$ cat src/rtl/m_mask_pkg.sv
// Shared types and helpers for the multi-context mask bank:
// FSM state encoding, channel indices and the instruction tag builder.
package m_mask_pkg;

   typedef enum logic [1:0] {
      S_IDLE   = 2'd0,
      S_ISSUE  = 2'd1,
      S_SWITCH = 2'd2
   } state_t;

   localparam logic [1:0] CH_INT  = 2'd0;
   localparam logic [1:0] CH_PULL = 2'd1;
   localparam logic [1:0] CH_CTRL = 2'd2;

   localparam int TAG_MAX = 64;

   // Tag is the channel number in the top two bits with ones below; callers cast to WORD bits.
   function automatic logic [TAG_MAX-1:0] tag(input logic [1:0] ch, input int word);
      logic [TAG_MAX-1:0] ones;
      ones = (TAG_MAX'(1'b1) << (word - 2)) - TAG_MAX'(1'b1);
      return (TAG_MAX'(ch) << (word - 2)) | ones;
   endfunction

endpackage

$ cat src/rtl/m_rr_arbiter.sv
// Round-robin find-first-set over NCH request lines, starting the search at ptr_i
// and wrapping; any_o flags that at least one request is present.
module m_rr_arbiter #(
   parameter int NCH = 3
) (
   input  logic [NCH-1:0] req_i,
   input  logic [1:0]     ptr_i,
   output logic [1:0]     grant_o,
   output logic           any_o
);

   logic [NCH-1:0] rot_s;
   int             off_s;
   int             sum_s;

   // Rotate so the pointer lands on bit 0, take the lowest set bit, then rotate the index back.
   always_comb begin
      rot_s = NCH'({req_i, req_i} >> ptr_i);
      off_s = 0;
      for (int i = NCH - 1; i >= 0; i--) begin
         off_s = rot_s[i] ? i : off_s;
      end
      sum_s   = int'(ptr_i) + off_s;
      grant_o = 2'((sum_s >= NCH) ? (sum_s - NCH) : sum_s);
      any_o   = |req_i;
   end

endmodule

$ cat src/rtl/m_mask_bank.sv
// Multi-context mask bank: NCTX banks of NCH mask registers, issuing a tagged
// instruction per changed channel of the active bank and switching banks on request.
module m_mask_bank
   import m_mask_pkg::*;
#(
   parameter int WORD  = 8,
   parameter int DWORD = 16,
   parameter int NCH   = 3,
   parameter int NCTX  = 4,
   parameter int CTXW  = $clog2(NCTX)
) (
   input  logic             clk,
   input  logic             reset,
   input  logic             wr_en,
   input  logic [CTXW-1:0]  wr_ctx,
   input  logic [1:0]       wr_ch,
   input  logic [WORD-1:0]  wr_data,
   input  logic             ctx_switch,
   input  logic [CTXW-1:0]  ctx_sel,
   input  logic             instr_ready,
   output logic [DWORD-1:0] instruction,
   output logic             instr_valid,
   output logic [CTXW-1:0]  context_o,
   output logic             busy,
   output logic             err
);

   state_t           state_q, state_d;
   logic [WORD-1:0]  mask_q [NCTX][NCH];
   logic [NCH-1:0]   dirty_q, dirty_d, wr_set_s;
   logic [1:0]       rr_q, rr_d, iss_q, iss_d, grant_s;
   logic             any_s;
   logic             pend_q, pend_d;
   logic [CTXW-1:0]  tgt_q, tgt_d, ctx_q, ctx_d;
   logic [DWORD-1:0] instr_q, instr_d;
   logic             valid_q, valid_d, err_q, err_d;
   logic             wr_ok_s, sw_ok_s;
   logic [WORD-1:0]  tag_s;

   assign wr_ok_s  = wr_en && (int'(wr_ctx) < NCTX) && (int'(wr_ch) < NCH);
   assign sw_ok_s  = ctx_switch && (int'(ctx_sel) < NCTX);
   assign err_d    = (wr_en && !wr_ok_s) || (ctx_switch && !sw_ok_s);
   assign wr_set_s = (wr_ok_s && (wr_ctx == ctx_q)) ? (NCH'(1'b1) << wr_ch) : '0;
   assign tag_s    = WORD'(tag(grant_s, WORD));

   m_rr_arbiter #(.NCH(NCH)) u_arb (
      .req_i   (dirty_q),
      .ptr_i   (rr_q),
      .grant_o (grant_s),
      .any_o   (any_s)
   );

   // Mask storage; illegal writes never reach here.
   always_ff @(posedge clk) begin
      if (reset) begin
         for (int c = 0; c < NCTX; c++) begin
            for (int h = 0; h < NCH; h++) begin
               mask_q[c][h] <= '0;
            end
         end
      end else if (wr_ok_s) begin
         mask_q[wr_ctx][wr_ch] <= wr_data;
      end
   end

   // Next-state logic; write-set dirty bits are OR-ed in last so they win over an issue clear.
   always_comb begin
      state_d = state_q;
      ctx_d   = ctx_q;
      dirty_d = dirty_q;
      rr_d    = rr_q;
      iss_d   = iss_q;
      pend_d  = pend_q;
      tgt_d   = tgt_q;
      instr_d = instr_q;
      valid_d = valid_q;
      case (state_q)
         S_IDLE: begin
            if (pend_q) begin
               state_d = S_SWITCH;
            end else if (any_s) begin
               instr_d          = {tag_s, mask_q[ctx_q][grant_s]};
               dirty_d[grant_s] = 1'b0;
               iss_d            = grant_s;
               valid_d          = 1'b1;
               state_d          = S_ISSUE;
            end else begin
               state_d = S_IDLE;
            end
         end
         S_ISSUE: begin
            if (instr_ready) begin
               valid_d = 1'b0;
               rr_d    = (iss_q == 2'(NCH - 1)) ? 2'd0 : (iss_q + 2'd1);
               state_d = S_IDLE;
            end else begin
               state_d = S_ISSUE;
            end
         end
         S_SWITCH: begin
            ctx_d   = tgt_q;
            dirty_d = '1;
            rr_d    = 2'd0;
            pend_d  = 1'b0;
            state_d = S_IDLE;
         end
         default: begin
            state_d = S_IDLE;
         end
      endcase
      dirty_d = dirty_d | wr_set_s;
      pend_d  = pend_d | sw_ok_s;
      tgt_d   = sw_ok_s ? ctx_sel : tgt_d;
   end

   // Control and output registers.
   always_ff @(posedge clk) begin
      if (reset) begin
         state_q <= S_IDLE;
         ctx_q   <= '0;
         dirty_q <= '0;
         rr_q    <= 2'd0;
         iss_q   <= 2'd0;
         pend_q  <= 1'b0;
         tgt_q   <= '0;
         instr_q <= '0;
         valid_q <= 1'b0;
         err_q   <= 1'b0;
      end else begin
         state_q <= state_d;
         ctx_q   <= ctx_d;
         dirty_q <= dirty_d;
         rr_q    <= rr_d;
         iss_q   <= iss_d;
         pend_q  <= pend_d;
         tgt_q   <= tgt_d;
         instr_q <= instr_d;
         valid_q <= valid_d;
         err_q   <= err_d;
      end
   end

   assign instruction = instr_q;
   assign instr_valid = valid_q;
   assign context_o   = ctx_q;
   assign busy        = pend_q;
   assign err         = err_q;

endmodule

$ cat config.mk
export PLATFORM = sky130hd
export DESIGN_NAME = m_mask_bank
export DESIGN_NICKNAME = d
export VERILOG_FILES = /design/src/rtl/m_mask_pkg.sv /design/src/rtl/m_rr_arbiter.sv /design/src/rtl/m_mask_bank.sv
export SDC_FILE = /design/constraint.sdc
export NUM_CORES = 1
export LEC_CHECK = 0
export ABC_AREA = 1
export BUFFER_PORTS_ARGS = -buffer_cell sky130_fd_sc_hd__buf_2
export CAP_MARGIN = 15
export CORE_MARGIN = 8
export CORE_UTILIZATION = 55
export DETAILED_ROUTE_END_ITERATION = 7
export PLACE_DENSITY = 0.74
export SLEW_MARGIN = 5
export SYNTH_ARGS = -nofsm -noshare
export SYNTH_HDL_FRONTEND = slang
export SYNTH_SLANG_ARGS = --single-unit
$ cat constraint.sdc
create_clock -name clk -period 4.3 [get_ports clk]
set_clock_uncertainty 0.15 [all_clocks]
set_input_delay 0.43 -clock clk [delete_from_list [all_inputs] [get_ports clk]]
set_output_delay 0.43 -clock clk [all_outputs]
set_load 0.03 [all_outputs]
# After elaboration in Yosys (flattened, before gate mapping)
# Memories as Yosys holds them, arrays and structs flattened. A register that Yosys moved wholly into a read port is not among the register bits.
# Cells that the tools add are included.
[word_totals]
reg_bits = 32
ram_bits = 96
input_bits = 19
out_inout_bits = 21
n_memories = 1
[memory_table]
columns = ["name", "words", "width", "rd", "rd_ports_with_merged_regs", "write_ports", "line", "source"]
rows = [
  ["mask_q", 4, 24, 1, 1, 4, "m_mask_bank.sv:29", "logic [WORD-1:0] mask_q [NCTX][NCH];"],
]
[classes]
add_sub_neg = 3
order_cmp = 7
n_eq_ne = 7
n_shift = 2
muxes = 37
bitwise = 7
reduce_logical = 14
[op_table]
columns = ["op", "n"]
rows = [
  ["24-bit two-way mux", 3],
  ["32-bit two-way mux", 2],
  ["3-bit by 32-bit adder with 32-bit output", 1],
  ["32-bit by 3-bit greater-or-equal comparator with 1-bit output (second input constant)", 1],
  ["8-bit two-way mux", 3],
  ["24-bit OR reduction", 1],
  ["8-bit binary-select mux with 2-bit select", 1],
  ["8-bit demux with 2-bit select", 1],
  ["2-bit two-way mux", 8],
  ["1-bit two-way mux", 11],
  ["3-bit two-way mux", 3],
  ["2-bit one-hot mux with 2 select lines", 2],
  ["3-bit greater-or-equal comparator (second input constant)", 2],
  ["2-bit != test (second input constant)", 3],
  ["2-bit NOT with 3-bit output", 2],
  ["3-bit one-hot mux with 2 select lines", 1],
  ["6-bit by 2-bit right shift with 3-bit output", 1],
  ["1-bit logical AND", 5],
  ["2-bit equality test (second input constant)", 2],
  ["4-bit AND reduction", 1],
  ["2-bit nonzero test", 2],
  ["3-bit bitwise AND", 1],
  ["2-bit by 3-bit < comparator with 1-bit output (second input constant)", 1],
  ["3-bit by 1-bit < comparator with 1-bit output (second input constant)", 1],
  ["18 further kinds", 18],
]

# Longest topological paths before layout
[depth]
depth_word = 17
mapped_depth = 17
ltp_nobuf = 17

# Modules after synthesis
# A second synthesis with hierarchy kept.
[unflattened]
hier_cells = 703
hier_area_um2 = 5880.6
[modules_own_cells]
columns = ["mod", "n_inst", "cells_each", "area_each_um2", "seq_area_each_um2"]
rows = [
  ["m_mask_bank", 1, 667, 5695.5, 3423.3],
  ["m_rr_arbiter", 1, 36, 185.2, 0.0],
]

# Worst setup path before layout
# OpenSTA, ideal clock, no wires.
[synth_timing]
kind = "register to register"
start = "register rr_q[0]"
end = "register instr_q[2] (netlist: instruction[2])"
arrival_ns = 2.374
path_slack_ns = 1.706
path_stages_with_launch = 14
n_path_buf = 0
synth_period_minus_slack_ns = 2.594
path_cell_list = "dfxtp_1 o21ai_0 nand2_1 a22oi_1 ha_1 fa_1 ha_1 nor2_1 nand2_1 nand2_1 nand2_1 nor2_1 nor2_1 a21oi_1"
[synth_between]
elab_chain_len = 11
word_cells_on_any_way = 12
[synth_rtl]
columns = ["item", "line", "source"]
rows = [
  ["start: declaration", "m_mask_bank.sv:31", "logic [1:0] rr_q, rr_d, iss_q, iss_d, grant_s;"],
  ["start signal: assignment", "m_mask_bank.sv:133", "rr_q <= rr_d;"],
  ["6-bit by 2-bit right shift with 3-bit output", "m_rr_arbiter.sv:18", "rot_s = NCH'({req_i, req_i} >> ptr_i);"],
  ["2-bit two-way mux", "m_rr_arbiter.sv:21", "off_s = rot_s[i] ? i : off_s;"],
  ["32-bit two-way mux (2 in a row)", "m_rr_arbiter.sv:21", ""],
  ["3-bit by 32-bit adder with 32-bit output *", "m_rr_arbiter.sv:23", "sum_s = int'(ptr_i) + off_s;"],
  ["32-bit by 3-bit greater-or-equal comparator with 1-bit output / 2-bit by 1-bit subtractor with 2-bit output (equally long branches)", "m_rr_arbiter.sv:24", "grant_o = 2'((sum_s >= NCH) ? (sum_s - NCH) : sum_s);"],
  ["2-bit two-way mux *", "m_rr_arbiter.sv:24", ""],
  ["2-bit NOT with 3-bit output (not written as such) *", "m_mask_bank.sv:82", "instr_d = {tag_s, mask_q[ctx_q][grant_s]};"],
  ["8-bit binary-select mux with 2-bit select *", "m_mask_bank.sv:82", ""],
  ["8-bit two-way mux (not written as such) * (2 in a row)", "m_mask_bank.sv:82", ""],
  ["end signal: assignment", "m_mask_bank.sv:137", "instr_q <= instr_d;"],
  ["end: declaration", "m_mask_bank.sv:35", "logic [DWORD-1:0] instr_q, instr_d;"],
]
# Mark *: on every way between the ends. The rest lies on a longest branch, timed or not. The select of a mux whose other input is x is not followed.
# A chain may end at the register's enable or synchronous reset.

# Worst setup path after layout
[layout_timing]
start = "register rr_q[0]"
end = "register instr_q[3] (netlist: instruction[3])"
# The elaborated chain is that of the path after synthesis.

==> results.tsv <==
stage	metric	value	unit
timing	fmax	294	MHz
power	total_power_per_unit_cell_area	532	nW/µm²
clocking	path_clk_slew	60	ps
timing	timing_worst_slew_pin_value	1110	ps
synth	synth.ff_latch_count	123	
clocking	holdBufCountCts	2	
layout	finalCoreUtilization	63.9	%
route	detailroute.via_count	4661	
clocking	cts_htree_levels	4	
synth	unique_cell_type_count_in_the_yosys_netlist	21	
global_routing	antenna_violations_before_repair	0	
floorplan	chipWidth	118	µm
synth	postSynthCellCount	670	
route	wire_per_inst	16.9	µm
critical_path	worst_setup_path_startpoint	rr_q[0]$_SDFFE_PP0P_	
synth	yosys_warnings	0	
critical_path	cell_with_the_largest_stage_delay_on_the_worst_path	sky130_fd_sc_hd__fa_1	
layout	mostFrequentLayoutCell	sky130_fd_sc_hd__nand2_1	
floorplan	ios	40	
critical_path	critPathMaxFanout	11	
clocking	cts_tree	done	
floorplan	die_height	118	µm
route	drt_drc	0	
critical_path	crit_type	flop to flop	
clocking	postCtsResizedCells	0	
global_routing	grtUsageMet3	6.04	%
timing	rsz0062_at_grt	false	
floorplan	core_region_area	10300	µm²
timing	setup_total_negative_slack	0	ps
worst_hold_path	min-delay-path-class	input port to flop	
power	clock_power_share	40.0	%
synth	postSynthAreaPerCell	8.62	µm²
place	buffer_ports.inserted	39	
status	outcome	finished clean	
power	max-vdd-ir-drop	0.334	mV
clocking	postCtsSetupRepairBufs	0	
route	drt_first_iter_violations	500	
layout	n_fill_cell	874	
layout	n_antenna_cell	0	
route	drt-pass1-iter-count	5	
critical_path	critPathArrivalTime	3700	ps
layout	syn_to_final_growth	13.8	%
global_routing	grt_remaining_overflow	0	
layout	most_used_cells_in_the_layout_excluding_fill_and_tap_cells	sky130_fd_sc_hd__nand2_1 (177), sky130_fd_sc_hd__nor2_1 (141), sky130_fd_sc_hd__edfxtp_1 (96), sky130_fd_sc_hd__inv_1 (65), sky130_fd_sc_hd__nand3_1 (62)	
power	power_leakage	2.94	nW
power	internal_power	2.39	mW
critical_path	critical_path.cell_chain	o21ai_0 -> nand2_1 -> a22oi_1 -> ha_1 -> fa_1 -> ha_1 -> nor2_1 -> nand2_1 -> nand2_1 -> nand2_1 -> nor2_1 -> nor2_1 -> a21oi_1	
layout	drive_above_1_share	12.4	%
clocking	cts_inserted_buffers	17	
route	drt-total-wl	14300	µm
critical_path	timing.rr.start	rr_q[0]$_SDFFE_PP0P_	
global_routing	grt_first_pass_wirelength	23300	µm
timing	final.min_clock_period	3400	ps
critical_path	path_delay_family	simple AND/OR/NAND/NOR gates	
global_routing	routing_layer_with_the_top_usage_in_global_route	met2	
power	sw_frac_of_total	31.6	%
synth	synthDominantAreaCellType	sky130_fd_sc_hd__edfxtp_1	
synth	seq_area_frac_synth	59.3	%
clocking	cts_num_sinks	123	
job	drv_cap	0	
critical_path	startpoint_type	flop	
timing	timing.max_slew.rel_slack	25.5	%
clocking	ctsLongestPathBuffers	2	
global_routing	grt_util_all_layers	21.3	%
clocking	cts_root_buffer	sky130_fd_sc_hd__clkbuf_8	
floorplan	fp.dieArea	14000	µm²
critical_path	cp_data_required_time	4600	ps
floorplan	fp-row-count	37	
synth	synthesis.nets	692	
synth	synth_top_area_share	49.9	%
power	switchingPower	1.11	mW
worst_hold_path	hold_path_startpoint	reset	
global_routing	grt.met1_usage	26.3	%
synth	synthTopCellsByArea	sky130_fd_sc_hd__edfxtp_1 (50%), sky130_fd_sc_hd__nand2_1 (12%), sky130_fd_sc_hd__dfxtp_1 (9.4%), sky130_fd_sc_hd__nor2_1 (9.2%), sky130_fd_sc_hd__nand3_1 (5.4%)	
power	power.share.combinational	19.1	%
global_routing	gr-usage-met2	35.6	%
layout	seq_area	3420	µm²
timing	drv_slew	0	
clocking	worst_skew_pair.late_latency	530	ps
critical_path	crit_path_frequent_cell	sky130_fd_sc_hd__nand2_1	
place	dp_hpwl	9370	µm
layout	layout.nets	719	
layout	footprint_of_the_multi_input_gates	1920	µm²
critical_path	max_stage_delay	450	ps
global_routing	largest_net_degree_at_the_start_of_global_routing	50	
route	detail_route.vias_per_cell	5.51	
timing	report.final.setup_viol	0	
power	power.sequential.fraction	40.9	%
route	ant_nets	0	
global_routing	vias_in_the_first_global_route	4565	
critical_path	worstSetupEndpointType	flop	
timing	timing_hold_violations_final	0	
synth	synth.cell_area	5770	µm²
timing	post-route-period-util	79.1	%
place	finalWeightedCongestion	0.946	
floorplan	initial_utilization	56.2	%
critical_path	path_buf_inv	0	
-- worst paths after layout --
check                                              endpoint  slack (ps)  cells after the start
worst min register to register     instr_valid$_SDFFE_PP0P_         350                      2
worst max-delay path            instruction[3]$_SDFFE_PP0P_         900                     13
worst min-delay path                  state_q[0]$_SDFF_PP0_          40                      2
worst max register to register  instruction[3]$_SDFFE_PP0P_         900                     13
-- worst register-to-register path, stage by stage (launching register included) --
cell,delay (ps)
sky130_fd_sc_hd__dfxtp_1,390
sky130_fd_sc_hd__o21ai_0,360
sky130_fd_sc_hd__nand2_1,90
sky130_fd_sc_hd__a22oi_1,210
sky130_fd_sc_hd__ha_1,210
sky130_fd_sc_hd__fa_1,450
sky130_fd_sc_hd__ha_1,230
sky130_fd_sc_hd__nor2_1,180
sky130_fd_sc_hd__nand2_1,90
sky130_fd_sc_hd__nand2_1,310
sky130_fd_sc_hd__nand2_1,270
sky130_fd_sc_hd__nor2_1,150
sky130_fd_sc_hd__nor2_1,50
sky130_fd_sc_hd__a21oi_1,180
-- kinds of logic after synthesis --
logic type / Yosys count / share of synthesized area (%)
xor gates and xnor gates: 1 / 0.152
DFF: 123 / 59.3
AOI/OAI and AO/OA: 41 / 3.62
and+or+nand+nor: 401 / 28.7
adders and majority gates: 3 / 0.780
buffers and inverters: 101 / 7.43
-- registers in the layout, indices dropped and copies added, names as in the netlist, named ones only --
name,flops
state_q,2
tgt_q,2
iss_q,2
instruction,9
instr_valid,1
err,1
rr_q,2
mask_q,96
busy,1
context_o,2
dirty_q,3
-- cell usage after synthesis --
library cell,number
sky130_fd_sc_hd__a21oi_1,17
sky130_fd_sc_hd__ha_1,2
sky130_fd_sc_hd__nor3_1,6
sky130_fd_sc_hd__nor3_4,3
sky130_fd_sc_hd__inv_2,1
sky130_fd_sc_hd__nand2_2,12
sky130_fd_sc_hd__dfxtp_1,27
sky130_fd_sc_hd__o22ai_1,1
sky130_fd_sc_hd__xnor2_1,1
sky130_fd_sc_hd__buf_2,16
sky130_fd_sc_hd__edfxtp_1,96
sky130_fd_sc_hd__buf_6,1
sky130_fd_sc_hd__a22oi_1,1
sky130_fd_sc_hd__inv_1,65
sky130_fd_sc_hd__fa_1,1
sky130_fd_sc_hd__nor2_1,141
sky130_fd_sc_hd__nand2_1,177
sky130_fd_sc_hd__buf_4,6
sky130_fd_sc_hd__o21ai_0,22
sky130_fd_sc_hd__nand3_1,62
sky130_fd_sc_hd__clkbuf_1,12
-- per-stage QoR --
step	power, mW	instances	setup WS (ps)	hold slack (ps)	area (µm²)
6_report	3.50	846	899	35.2	6570
5_1_grt	3.63	846	661	31.7	6570
4_1_cts	3.50	846	978	18.8	6570
3_5_place_dp	2.10	812	1080	332	5970
3_3_place_gp	2.08	812	1310	328	5970
2_1_floorplan	1.91	670	1710	313	5770
-- routing by layer --
| layer | vias to the layer above | wire length (µm) |
|---|---|---|
| met3 | 24 | 1390 |
| met2 | 247 | 7060 |
| met5 | - | 0 |
| met4 | 0 | 214 |
| met1 | 2190 | 5670 |
| li1 | 2200 | - |
-- power by group through the flow --
stage	registers, mW	clock network, mW	logic [mW]
6_report	1.43	1.40	0.668
5_1_grt	1.44	1.46	0.729
4_1_cts	1.43	1.41	0.658
3_5_place_dp	1.45	0	0.649
3_3_place_gp	1.44	0	0.633
2_1_floorplan	1.49	0	0.428
-- cell type report --
cell class | instances | share of cell area (%)
clock buffer | 18 | 6.36
clock inverter | 14 | 2.44
inverter | 66 | 3.77
multi-input combinational | 446 | 29.2
sequential | 123 | 52.1
tap | 136 | 2.59
timing repair buffer | 43 | 3.50
(Power assumes the default switching activity.)
